File: src/rtl/lsu_pkg.sv
// lsu_pkg: bus layouts, load-type codes and FSM encoding shared by the load/store stage.
// Rev 1.0
`default_nettype none

package lsu_pkg;

  localparam int EXU_LSU_W = 159;
  localparam int LSU_WBU_W = 151;

  localparam logic [3:0] MEM_RE_NONE = 4'b0000;
  localparam logic [3:0] MEM_RE_LB   = 4'b0001;
  localparam logic [3:0] MEM_RE_LH   = 4'b0011;
  localparam logic [3:0] MEM_RE_LW   = 4'b1111;
  localparam logic [3:0] MEM_RE_LBU  = 4'b0101;
  localparam logic [3:0] MEM_RE_LHU  = 4'b0111;

  localparam logic [1:0] ST_IDLE = 2'd0;
  localparam logic [1:0] ST_REQ  = 2'd1;
  localparam logic [1:0] ST_WAIT = 2'd2;
  localparam logic [1:0] ST_DONE = 2'd3;

  // Field order is MSB first and fixes the bit offsets of both buses.
  typedef struct packed {
    logic        csr_we;
    logic [1:0]  addr_lo;
    logic [3:0]  mem_re;
    logic [11:0] csr_addr;
    logic [31:0] pc;
    logic [31:0] alu_res;
    logic [31:0] csr_val;
    logic        res_from_mem;
    logic        res_from_csr;
    logic        gr_we;
    logic [4:0]  rd;
    logic        excp;
    logic        xret;
    logic        brk;
    logic        jmp_flag;
    logic [31:0] jmp_target;
  } exu_lsu_bus_t;

  typedef struct packed {
    logic        csr_we;
    logic [11:0] csr_addr;
    logic [31:0] pc;
    logic [31:0] csr_val;
    logic        gr_we;
    logic [4:0]  rd;
    logic [31:0] rd_wdata;
    logic        excp;
    logic        xret;
    logic        brk;
    logic        jmp_flag;
    logic [31:0] jmp_target;
  } lsu_wbu_bus_t;

  function automatic logic [31:0] word_addr(input logic [31:0] addr);
    return {addr[31:2], 2'b00};
  endfunction

endpackage

`default_nettype wire

File: src/rtl/lsu_load_align.sv
// lsu_load_align: shifts the fetched word to the addressed byte lane and sign/zero-extends it.
// Rev 1.0
`default_nettype none

module lsu_load_align
  import lsu_pkg::*;
(
  input  logic [31:0] rdata,
  input  logic [1:0]  addr_lo,
  input  logic [3:0]  mem_re,
  output logic [31:0] load_data
);

  logic [31:0] shifted;

  assign shifted = rdata >> {addr_lo, 3'b000};

  // Unlisted nonzero codes fall through to the full word, same as LW.
  always_comb begin
    load_data = shifted;
    case (mem_re)
      MEM_RE_LB:  load_data = {{24{shifted[7]}}, shifted[7:0]};
      MEM_RE_LBU: load_data = {24'h000000, shifted[7:0]};
      MEM_RE_LH:  load_data = {{16{shifted[15]}}, shifted[15:0]};
      MEM_RE_LHU: load_data = {16'h0000, shifted[15:0]};
      default:    load_data = shifted;
    endcase
  end

endmodule

`default_nettype wire

File: src/rtl/lsu.sv
// lsu: load/store pipeline stage; holds one instruction, performs its data-memory read, hands off to write-back.
// Rev 1.0
`default_nettype none

module lsu
  import lsu_pkg::*;
(
  input  logic                 clk_i,
  input  logic                 rst_i,
  input  logic                 exu_valid_i,
  output logic                 exu_ready_o,
  input  logic [EXU_LSU_W-1:0] exu_lsu_bus_i,
  output logic                 dmem_req_o,
  output logic [31:0]          dmem_addr_o,
  input  logic                 dmem_gnt_i,
  input  logic                 dmem_rvalid_i,
  input  logic [31:0]          dmem_rdata_i,
  output logic                 valid_o,
  input  logic                 wbu_ready_i,
  output logic [LSU_WBU_W-1:0] lsu_wbu_bus_o
);

  logic [1:0]   state;
  logic [1:0]   state_nxt;
  exu_lsu_bus_t in_bus;
  exu_lsu_bus_t held;
  logic [31:0]  rdata_q;
  logic [31:0]  load_data;
  logic [31:0]  rd_wdata;
  logic         accept;
  lsu_wbu_bus_t wb_bus;

  assign in_bus      = exu_lsu_bus_t'(exu_lsu_bus_i);
  assign exu_ready_o = (state == ST_IDLE) | ((state == ST_DONE) & wbu_ready_i);
  assign accept      = exu_valid_i & exu_ready_o;

  assign dmem_req_o  = (state == ST_REQ);
  assign dmem_addr_o = word_addr(held.alu_res);
  assign valid_o     = (state == ST_DONE);

  always_comb begin
    state_nxt = state;
    case (state)
      ST_IDLE: begin
        if (accept) begin
          state_nxt = (in_bus.mem_re != MEM_RE_NONE) ? ST_REQ : ST_DONE;
        end
      end
      ST_REQ: begin
        if (dmem_gnt_i) begin
          state_nxt = ST_WAIT;
        end
      end
      ST_WAIT: begin
        if (dmem_rvalid_i) begin
          state_nxt = ST_DONE;
        end
      end
      ST_DONE: begin
        // A new instruction can replace the one being handed off in the same cycle.
        if (wbu_ready_i) begin
          if (accept) begin
            state_nxt = (in_bus.mem_re != MEM_RE_NONE) ? ST_REQ : ST_DONE;
          end else begin
            state_nxt = ST_IDLE;
          end
        end
      end
      default: state_nxt = ST_IDLE;
    endcase
  end

  always_ff @(posedge clk_i or posedge rst_i) begin
    if (rst_i) begin
      state   <= ST_IDLE;
      held    <= '0;
      rdata_q <= '0;
    end else begin
      state <= state_nxt;
      if (accept) begin
        held <= in_bus;
      end
      // Responses outside WAIT are stale (e.g. from before a reset) and dropped.
      if ((state == ST_WAIT) && dmem_rvalid_i) begin
        rdata_q <= dmem_rdata_i;
      end
    end
  end

  lsu_load_align u_load_align (
    .rdata     (rdata_q),
    .addr_lo   (held.addr_lo),
    .mem_re    (held.mem_re),
    .load_data (load_data)
  );

  always_comb begin
    if (held.res_from_mem) begin
      rd_wdata = load_data;
    end else if (held.res_from_csr) begin
      rd_wdata = held.csr_val;
    end else begin
      rd_wdata = held.alu_res;
    end
  end

  always_comb begin
    wb_bus            = '0;
    wb_bus.csr_we     = held.csr_we;
    wb_bus.csr_addr   = held.csr_addr;
    wb_bus.pc         = held.pc;
    wb_bus.csr_val    = held.csr_val;
    wb_bus.gr_we      = held.gr_we;
    wb_bus.rd         = held.rd;
    wb_bus.rd_wdata   = rd_wdata;
    wb_bus.excp       = held.excp;
    wb_bus.xret       = held.xret;
    wb_bus.brk        = held.brk;
    wb_bus.jmp_flag   = held.jmp_flag;
    wb_bus.jmp_target = held.jmp_target;
  end

  assign lsu_wbu_bus_o = wb_bus;

endmodule

`default_nettype wire
File: config.mk
export PLATFORM = sky130hd
export DESIGN_NAME = lsu
export DESIGN_NICKNAME = d
export VERILOG_FILES = /design/src/rtl/lsu_pkg.sv /design/src/rtl/lsu_load_align.sv /design/src/rtl/lsu.sv
export SDC_FILE = /design/constraint.sdc
export NUM_CORES = 1
export LEC_CHECK = 0
export ABC_AREA = 1
export CORE_ASPECT_RATIO = 0.9
export CORE_MARGIN = 3
export CORE_UTILIZATION = 41
export CTS_CLUSTER_SIZE = 30
export DETAILED_ROUTE_END_ITERATION = 16
export HOLD_SLACK_MARGIN = 0.03
export PLACE_DENSITY_LB_ADDON = 0.25
export SKIP_LAST_GASP = 1
export SLEW_MARGIN = 20
export SYNTH_ARGS = -nofsm -noshare
export SYNTH_HDL_FRONTEND = slang
export SYNTH_SLANG_ARGS = --single-unit
File: constraint.sdc
create_clock -name clk_i -period 6.65 [get_ports clk_i]
set_input_delay 1.33 -clock clk_i [delete_from_list [all_inputs] [get_ports clk_i]]
set_output_delay 1.33 -clock clk_i [all_outputs]
set_load 0.02 [all_outputs]
==> results of run 1 <==
-- layer usage --
| layer | vias up | wire, um |
|---|---|---|
| met5 | - | 33 |
| met4 | 6 | 775 |
| met3 | 59 | 2990 |
| met2 | 423 | 15600 |
| met1 | 4266 | 13700 |
| li1 | 4358 | - |
-- final timing paths --
check | from | endpoint | slack, ns | cells after the start
max in group asynchronous | rst_i | lsu_wbu_bus_o[104] | 3.99 | 3
min reg2reg | lsu_wbu_bus_o[141] | lsu_wbu_bus_o[141] | 0.47 | 2
max reg2reg | state[0] | lsu_wbu_bus_o[91] | 4.09 | 8
max | held[156] | lsu_wbu_bus_o[50] | 1.81 | 8
min | lsu_wbu_bus_o[141] | lsu_wbu_bus_o[141] | 0.47 | 2
min in group asynchronous | rst_i | lsu_wbu_bus_o[12] | 1.38 | 2
-- logic make-up after synthesis --
logic type	after synthesis
flops	193
compound gates	69
mux	15
other cells	1
buf+inv	292
simple gates	748
-- synthesized netlist by cell type --
cell      number  area share, %
o211ai_1       1          0.073
mux2_1         1           0.11
a21oi_1       30            1.5
inv_2          3           0.11
nand3_2        1          0.097
o22ai_1        1          0.061
nand4_1        1          0.061
dfrtp_1      193             47
nand2_1      459             17
conb_1         1          0.037
buf_2         31            1.5
inv_1         57            2.1
nor2_1        73            2.7
buf_1          4           0.15
o21ai_1        1          0.049
nand2_4        2           0.22
buf_4        156             11
o21ai_0       36            1.8
nand2_2        1          0.061
nor3_1         1          0.049
clkbuf_1      28            1.0
buf_6         13            1.4
nand3_1      210             10
mux2_2        14            1.5
-- stage by stage --
step,power [mW],cell area [um^2],util [%],hold slack (ns)
4_1_cts,7.47,13600,55.5,0.477
6_report,7.43,13600,55.6,0.472
3_3_place_gp,6.34,13000,53.0,0.453
5_1_grt,7.91,13600,55.6,0.489
2_1_floorplan,5.07,10300,-,0.443
3_5_place_dp,6.39,13000,53.0,0.458
-- worst reg2reg max path: stages (launching register included) --
cell	delay [ns]
dfrtp_1	0.41
nand2_1	0.12
inv_2	0.10
nand2_2	0.07
nand2_4	0.12
buf_4	0.68
buf_4	0.69
nand3_1	0.19
nand2_1	0.11
-- layout make-up --
type                    instances  area (um^2)  share of cell area (%)
clock buffers                  17          425                    3.13
clock inverters                15          176                    1.30
inverters                      60          233                    1.71
multi-input cells             834         3630                    26.7
flip-flops and latches        193         4830                    35.5
well taps                     336          420                    3.09
repair buffers                388         3880                    28.5
-- power breakdown --
group	switching [mW]	internal (mW)
sequential	0.482	1.73
clock	0.548	0.513
combinational	2.42	1.73
-- sequential cells by signal, summed over array words and instances, names as in the netlist --
register       cells
dmem_addr_o       30
held              10
lsu_wbu_bus_o    119
rdata_q           32
state              2
==> results by group, run 1 <==
Critical path
  – Crit Path Max Fanout: 35
  – Bufs and invs on worst path: 2
  – Setup CP Type: reg -> out
  – CP delay by family, top: buffers and inverters
  – Crit-path max cell delay: approximately 0.7 ns
  – CP arrival: approximately 3.5 ns
  – Top cell by count, worst path: nand2_1
  – CP cell instances: inv_2, nand2_1, nand3_1, nand3_2, nand2_1, nand2_1, o21ai_0, clkdlybuf4s50_1
  – Worst setup EP type: output pin
  – CP Data Required Time: approximately 5.3 ns
  – Slowest cell on the critical path: dfrtp_1
  – CP Launch Type: flip-flop

Place
  – DP Wirelength: 23,900 um
  – Inst Count DP: between 1,500 and 2,000
  – I/O Buffers: 380
  – RePlAce Congestion: ~0.95
  – Place WS: roughly 2.4 ns

Run status
  – Status: finished, final reports clean

Global route
  – Met1 Use GR: between 30 and 40%
  – Antenna violations before repair: 3
  – Grt met3 use: under 10%
  – Met2 usage: between 30% and 40%
  – Maximum number of pins on one net before global-route repair: roughly 180
  – First-pass GRT wire length: 51,000 um
  – All-Layer GR Usage: 24.0%
  – Number of global-route vias before repair: 8,829
  – Total grt overflow: 0
  – Grt peak-use layer: met2

Floorplan
  – Die area: about 27,000 um^2
  – Initial Util: a little over two fifths
  – Die width: ~170 um
  – I/O Pins: about 380
  – Die Height: between 150 and 200 um
  – Site Rows: 54
  – Core area: 24,500 um^2

Worst hold path
  – HP Class: reg -> reg

Clock network
  – Post-CTS Setup Repair Bufs: 0
  – Clock buffer depth: 2
  – CTS tree: done
  – Clock sinks: approximately 190
  – Clock Latency Late Sink: about 0.44 ns
  – Num CTS Buffers: 17
  – Clock transition at path regs: about 0.080 ns
  – Hold buffer count at CTS: 0
  – Root buf cell: clkbuf_16
  – H-tree Lvls: 4
  – PostCTS Resize Cnt: 0

Power
  – Pleak: roughly 6.6 nW
  – Max VDD drop: about 0.00037 V
  – Power per standard cell area: around 550 nW/um^2

Cells and area
  – Diodes inserted: 0
  – Layout Nets: ~1,700
  – Post-Layout Cell Count: roughly 1,800
  – Most common cell after layout, fill and taps aside: nand2_1
  – Commonest non-fill, non-tap cells in the layout: 459 x nand2_1, 379 x clkdlybuf4s50_1, 210 x nand3_1
  – Share of cells above drive strength 1: 4.25%
  – Area delta synth->final: 32.4%
  – Filler instances: ~2,300

Routing
  – Routed wire length: ~33,000 um
  – Vias: between 9,000 and 10,000
  – Drt drc: 0
  – Routed len/inst: about 18 um
  – Routed Antenna Nets: 0
  – Number of vias per cell: 4.94
  – DRT iter0 DRCs: between 700 and 800
  – Detailed Routing Iterations Pass 1: 5

Timing
  – Slew @ Worst Pin: between 0.8 and 0.9 ns
  – Setup TNS: 0 ns
  – Final worst setup slack: 1.81 ns
  – Fmax: roughly 210 MHz
  – Fin crit share: 72.7%
  – Fin. Hold Viols: 0
  – RSZ-0062 raised after global routing: no
  – Max-slew violation count: 0
  – Worst Skew: between 0.01 and 0.015 ns
  – Final setup vio count: 0
  – Min Tclk post-route: approximately 4.8 ns
  – Worst relative slew slack: roughly 43%

Synth
  – Mapped cell area: 10,300 um^2
  – Count of cell types in the netlist: 24
  – Post-Synth Simple-Gate Area: 30.2%
  – Syn Inst Count: roughly 1,300
  – Flops & latches, synth: around 190
  – Post-synthesis share of cell area spent on xor and xnor gates: 0%
  – Synthesis Warnings: 0
  – Largest family of logic cells by synthesized area: simple AND/OR/NAND/NOR gates
  – Average size of a mapped cell: around 7.8 um^2
  – Complex-gate fraction of the synthesized area: under 10%
  – Fraction of the mapped netlist area in adder cells: 0%
  – Sequential area share after synthesis: between 40% and 50%
  – Post-synthesis mux area share: 1.65%

Run
  – MaxCap Viol Count: 0
(Power assumes the default switching activity.)
==> run 2: changes to the inputs <==
clock period = 4.1 ns   (was 6.65 ns; I/O delays follow)
==> results by group, run 2 (synthesized netlist as in run 1, its figures left out) <==
Timing
  – Hold slack: 0.474 ns (+0.00209 ns)
  – RSZ-0062 raised after global routing: no
  – Fin. Hold Viols: 0 (unchanged)
  – Fmax: ~260 MHz
  – Fin crit share: between 90 and 100%
  – Min Tclk post-route: a little under 4 ns
  – Final setup vio count: 0 (unchanged)
  – Worst Skew: 0.0142 ns (-0.000184 ns)
  – Worst relative slew slack: 41.1% (-1.7 points)
  – Slew @ Worst Pin: 0.882 ns (+0.0235 ns)
  – Max-slew violation count: 0 (unchanged)
  – Setup TNS: 0 ns (unchanged)

Clock network
  – PostCTS Resize Cnt: 0 (unchanged)
  – Clock transition at path regs: 0.09 ns (about the same)
  – Clock buffer depth: 2 (unchanged)
  – Clock sinks: 193 (unchanged)
  – Post-CTS Setup Repair Bufs: 0 (unchanged)
  – Hold buffer count at CTS: 0 (unchanged)
  – Root buf cell: clkbuf_16
  – H-tree Lvls: 4 (unchanged)
  – CTS tree: done
  – Num CTS Buffers: 17 (unchanged)
  – Clock Latency Late Sink: 0.43 ns (about the same)

Critical path
  – CP Launch Type: flip-flop
  – Worst setup EP type: output pin
  – CP Data Required Time: 3.28 ns (-2.04 ns)
  – Crit path to: lsu_wbu_bus_o[46]
  – Setup CP Type: reg -> out
  – Crit Reg-Reg Endpoint: dmem_addr_o[16]
  – Crit Path Max Fanout: 24 (-31%)
  – R2r worst-path depth: 8 (unchanged)
  – Critical Path Source: held[157]
  – Crit Reg-Reg Startpoint: state[0]
  – Reg2reg setup slack: 1.48 ns (-2.61 ns)
  – CP arrival: 3.06 ns (-0.45 ns)

Global route
  – Total grt overflow: 0 (unchanged)
  – Antenna violations before repair: 1 (-2)
  – All-Layer GR Usage: 24.4% (+0.36 points)
  – Maximum number of pins on one net before global-route repair: 145 (-18%)
  – Number of global-route vias before repair: 8,805 (-0.27%)
  – First-pass GRT wire length: 51,600 um (+1.2%)

Worst hold path
  – HP Class: reg -> reg
  – Hold path depth: 2 (unchanged)

Cells and area
  – Cell area after layout: 13,700 um^2 (+0.63%)
  – Max FFs per register: 119 (unchanged)
  – Filler instances: 2,271 (-2.1%)
  – Layout Nets: 1,702 (+0.65%)
  – Seq. cell area: 4830 um^2 (unchanged)
  – Area occupied by multi-input gates: 3630 um^2 (unchanged)
  – Most common cell after layout, fill and taps aside: nand2_1
  – Post-Layout Cell Count: 1,854 (+0.60%)
  – Share of cells above drive strength 1: 4.81% (+0.57 points)
  – Area delta synth->final: 33.3%
  – Commonest non-fill, non-tap cells in the layout: 459 x nand2_1, 379 x clkdlybuf4s50_1, 210 x nand3_1

Floorplan
  – I/O Pins: 383 (unchanged)
  – Site Rows: 54 (unchanged)
  – Die Height: 156 um (unchanged)
  – Initial Util: 42.0% (unchanged)
  – Die area: 27,000 um^2 (unchanged)
  – Core area: 24,500 um^2 (unchanged)
  – Die width: 173 um (unchanged)

Place
  – RePlAce Congestion: 0.892 (-6.2%)
  – Inst Count DP: 1,822 (+0.66%)
  – Placed cell area: 13,100 um^2 (+1.1%)
  – I/O Buffers: 380 (unchanged)
  – DP Wirelength: 24,200 um (+1.6%)

Power
  – Power per standard cell area: 881 nW/um^2 (+61%)
  – Max VDD drop: 0.000366 V (-1.9%)
  – Pwr Total: 12.1 mW (+62%)
  – Pleak: 6.67 nW (+0.62%)

Routing
  – DRT iter0 DRCs: 829 (+12%)
  – Routed len/inst: 18.1 um (+0.68%)
  – Top Layer Used: met4
  – DRT met1 WL: 13,300 um (-2.9%)
  – Drt drc: 0 (unchanged)
  – Number of vias per cell: 4.95 (+0.20%)
  – Vias: 9,185 (+0.80%)
  – Detailed Routing Iterations Pass 1: 5 (unchanged)
  – Met3 wire length: 3240 um (+8.3%)
  – Routed Antenna Nets: 0 (unchanged)
  – Routed wire length: 33,600 um (+1.3%)
  – Metal2 WL: 16,400 um (+4.7%)

Run status
  – Status: finished, final reports clean

Run
  – MaxCap Viol Count: 0 (unchanged)
-- run 2: metal layers --
metal | global-route usage (%) | vias to the layer above
met5 | 0 | -
li1 | - | 4373
met3 | 9.10 | 32
met4 | 5.91 | 0
met2 | 40.8 | 416
met1 | 30.2 | 4364
-- run 2: critical path, cell delays in order (launching register included) --
cell and delay, ns:
dfrtp_1 0.67, inv_2 0.26, nand3_1 0.19, nand3_2 0.43
nand2_1 0.27, nand2_1 0.09, o21ai_0 0.08, clkdlybuf4s50_1 0.64
-- run 2: worst min-delay path by stage --
stage	start	to	slack (ns)
2_1_floorplan	held[76]	held[76]	0.44
3_3_place_gp	lsu_wbu_bus_o[1]	lsu_wbu_bus_o[1]	0.45
3_5_place_dp	lsu_wbu_bus_o[117]	lsu_wbu_bus_o[117]	0.46
4_1_cts	lsu_wbu_bus_o[117]	lsu_wbu_bus_o[117]	0.48
5_1_grt	lsu_wbu_bus_o[25]	lsu_wbu_bus_o[25]	0.50
6_report	lsu_wbu_bus_o[126]	lsu_wbu_bus_o[126]	0.47
-- run 2: area by class of cell --
class,instances,share of cell area (%)
antenna,1,0.0183
clock buffer,17,3.11
clock inverter,14,1.10
inverter,60,1.67
multi-input combinational,834,26.5
sequential,193,35.3
tap,336,3.07
timing repair buffer,399,29.2
-- run 2: per-stage QoR --
stage / setup slack (ns) / utilization [%]
after global placement: 0.721 / 53.6
after global routing: 0.0152 / 55.9
final: 0.224 / 55.9
after floorplan: 0.790 / -
after detailed placement: 0.677 / 53.6
after CTS: 0.198 / 55.9
-- run 2: report_power, final --
group / internal (mW) / leakage, nW / switching (mW)
Clock: 0.812 / 0.275 / 0.842
Sequential: 2.81 / 2.34 / 0.663
Combinational: 2.84 / 4.06 / 4.08
Total: 6.46 / 6.67 / 5.59
==> run 3: changes to the inputs <==
SLEW_MARGIN = 0   (was 20)
==> results of run 3 <==
The final DEF is identical to that of run 2; final timing and power are the same.
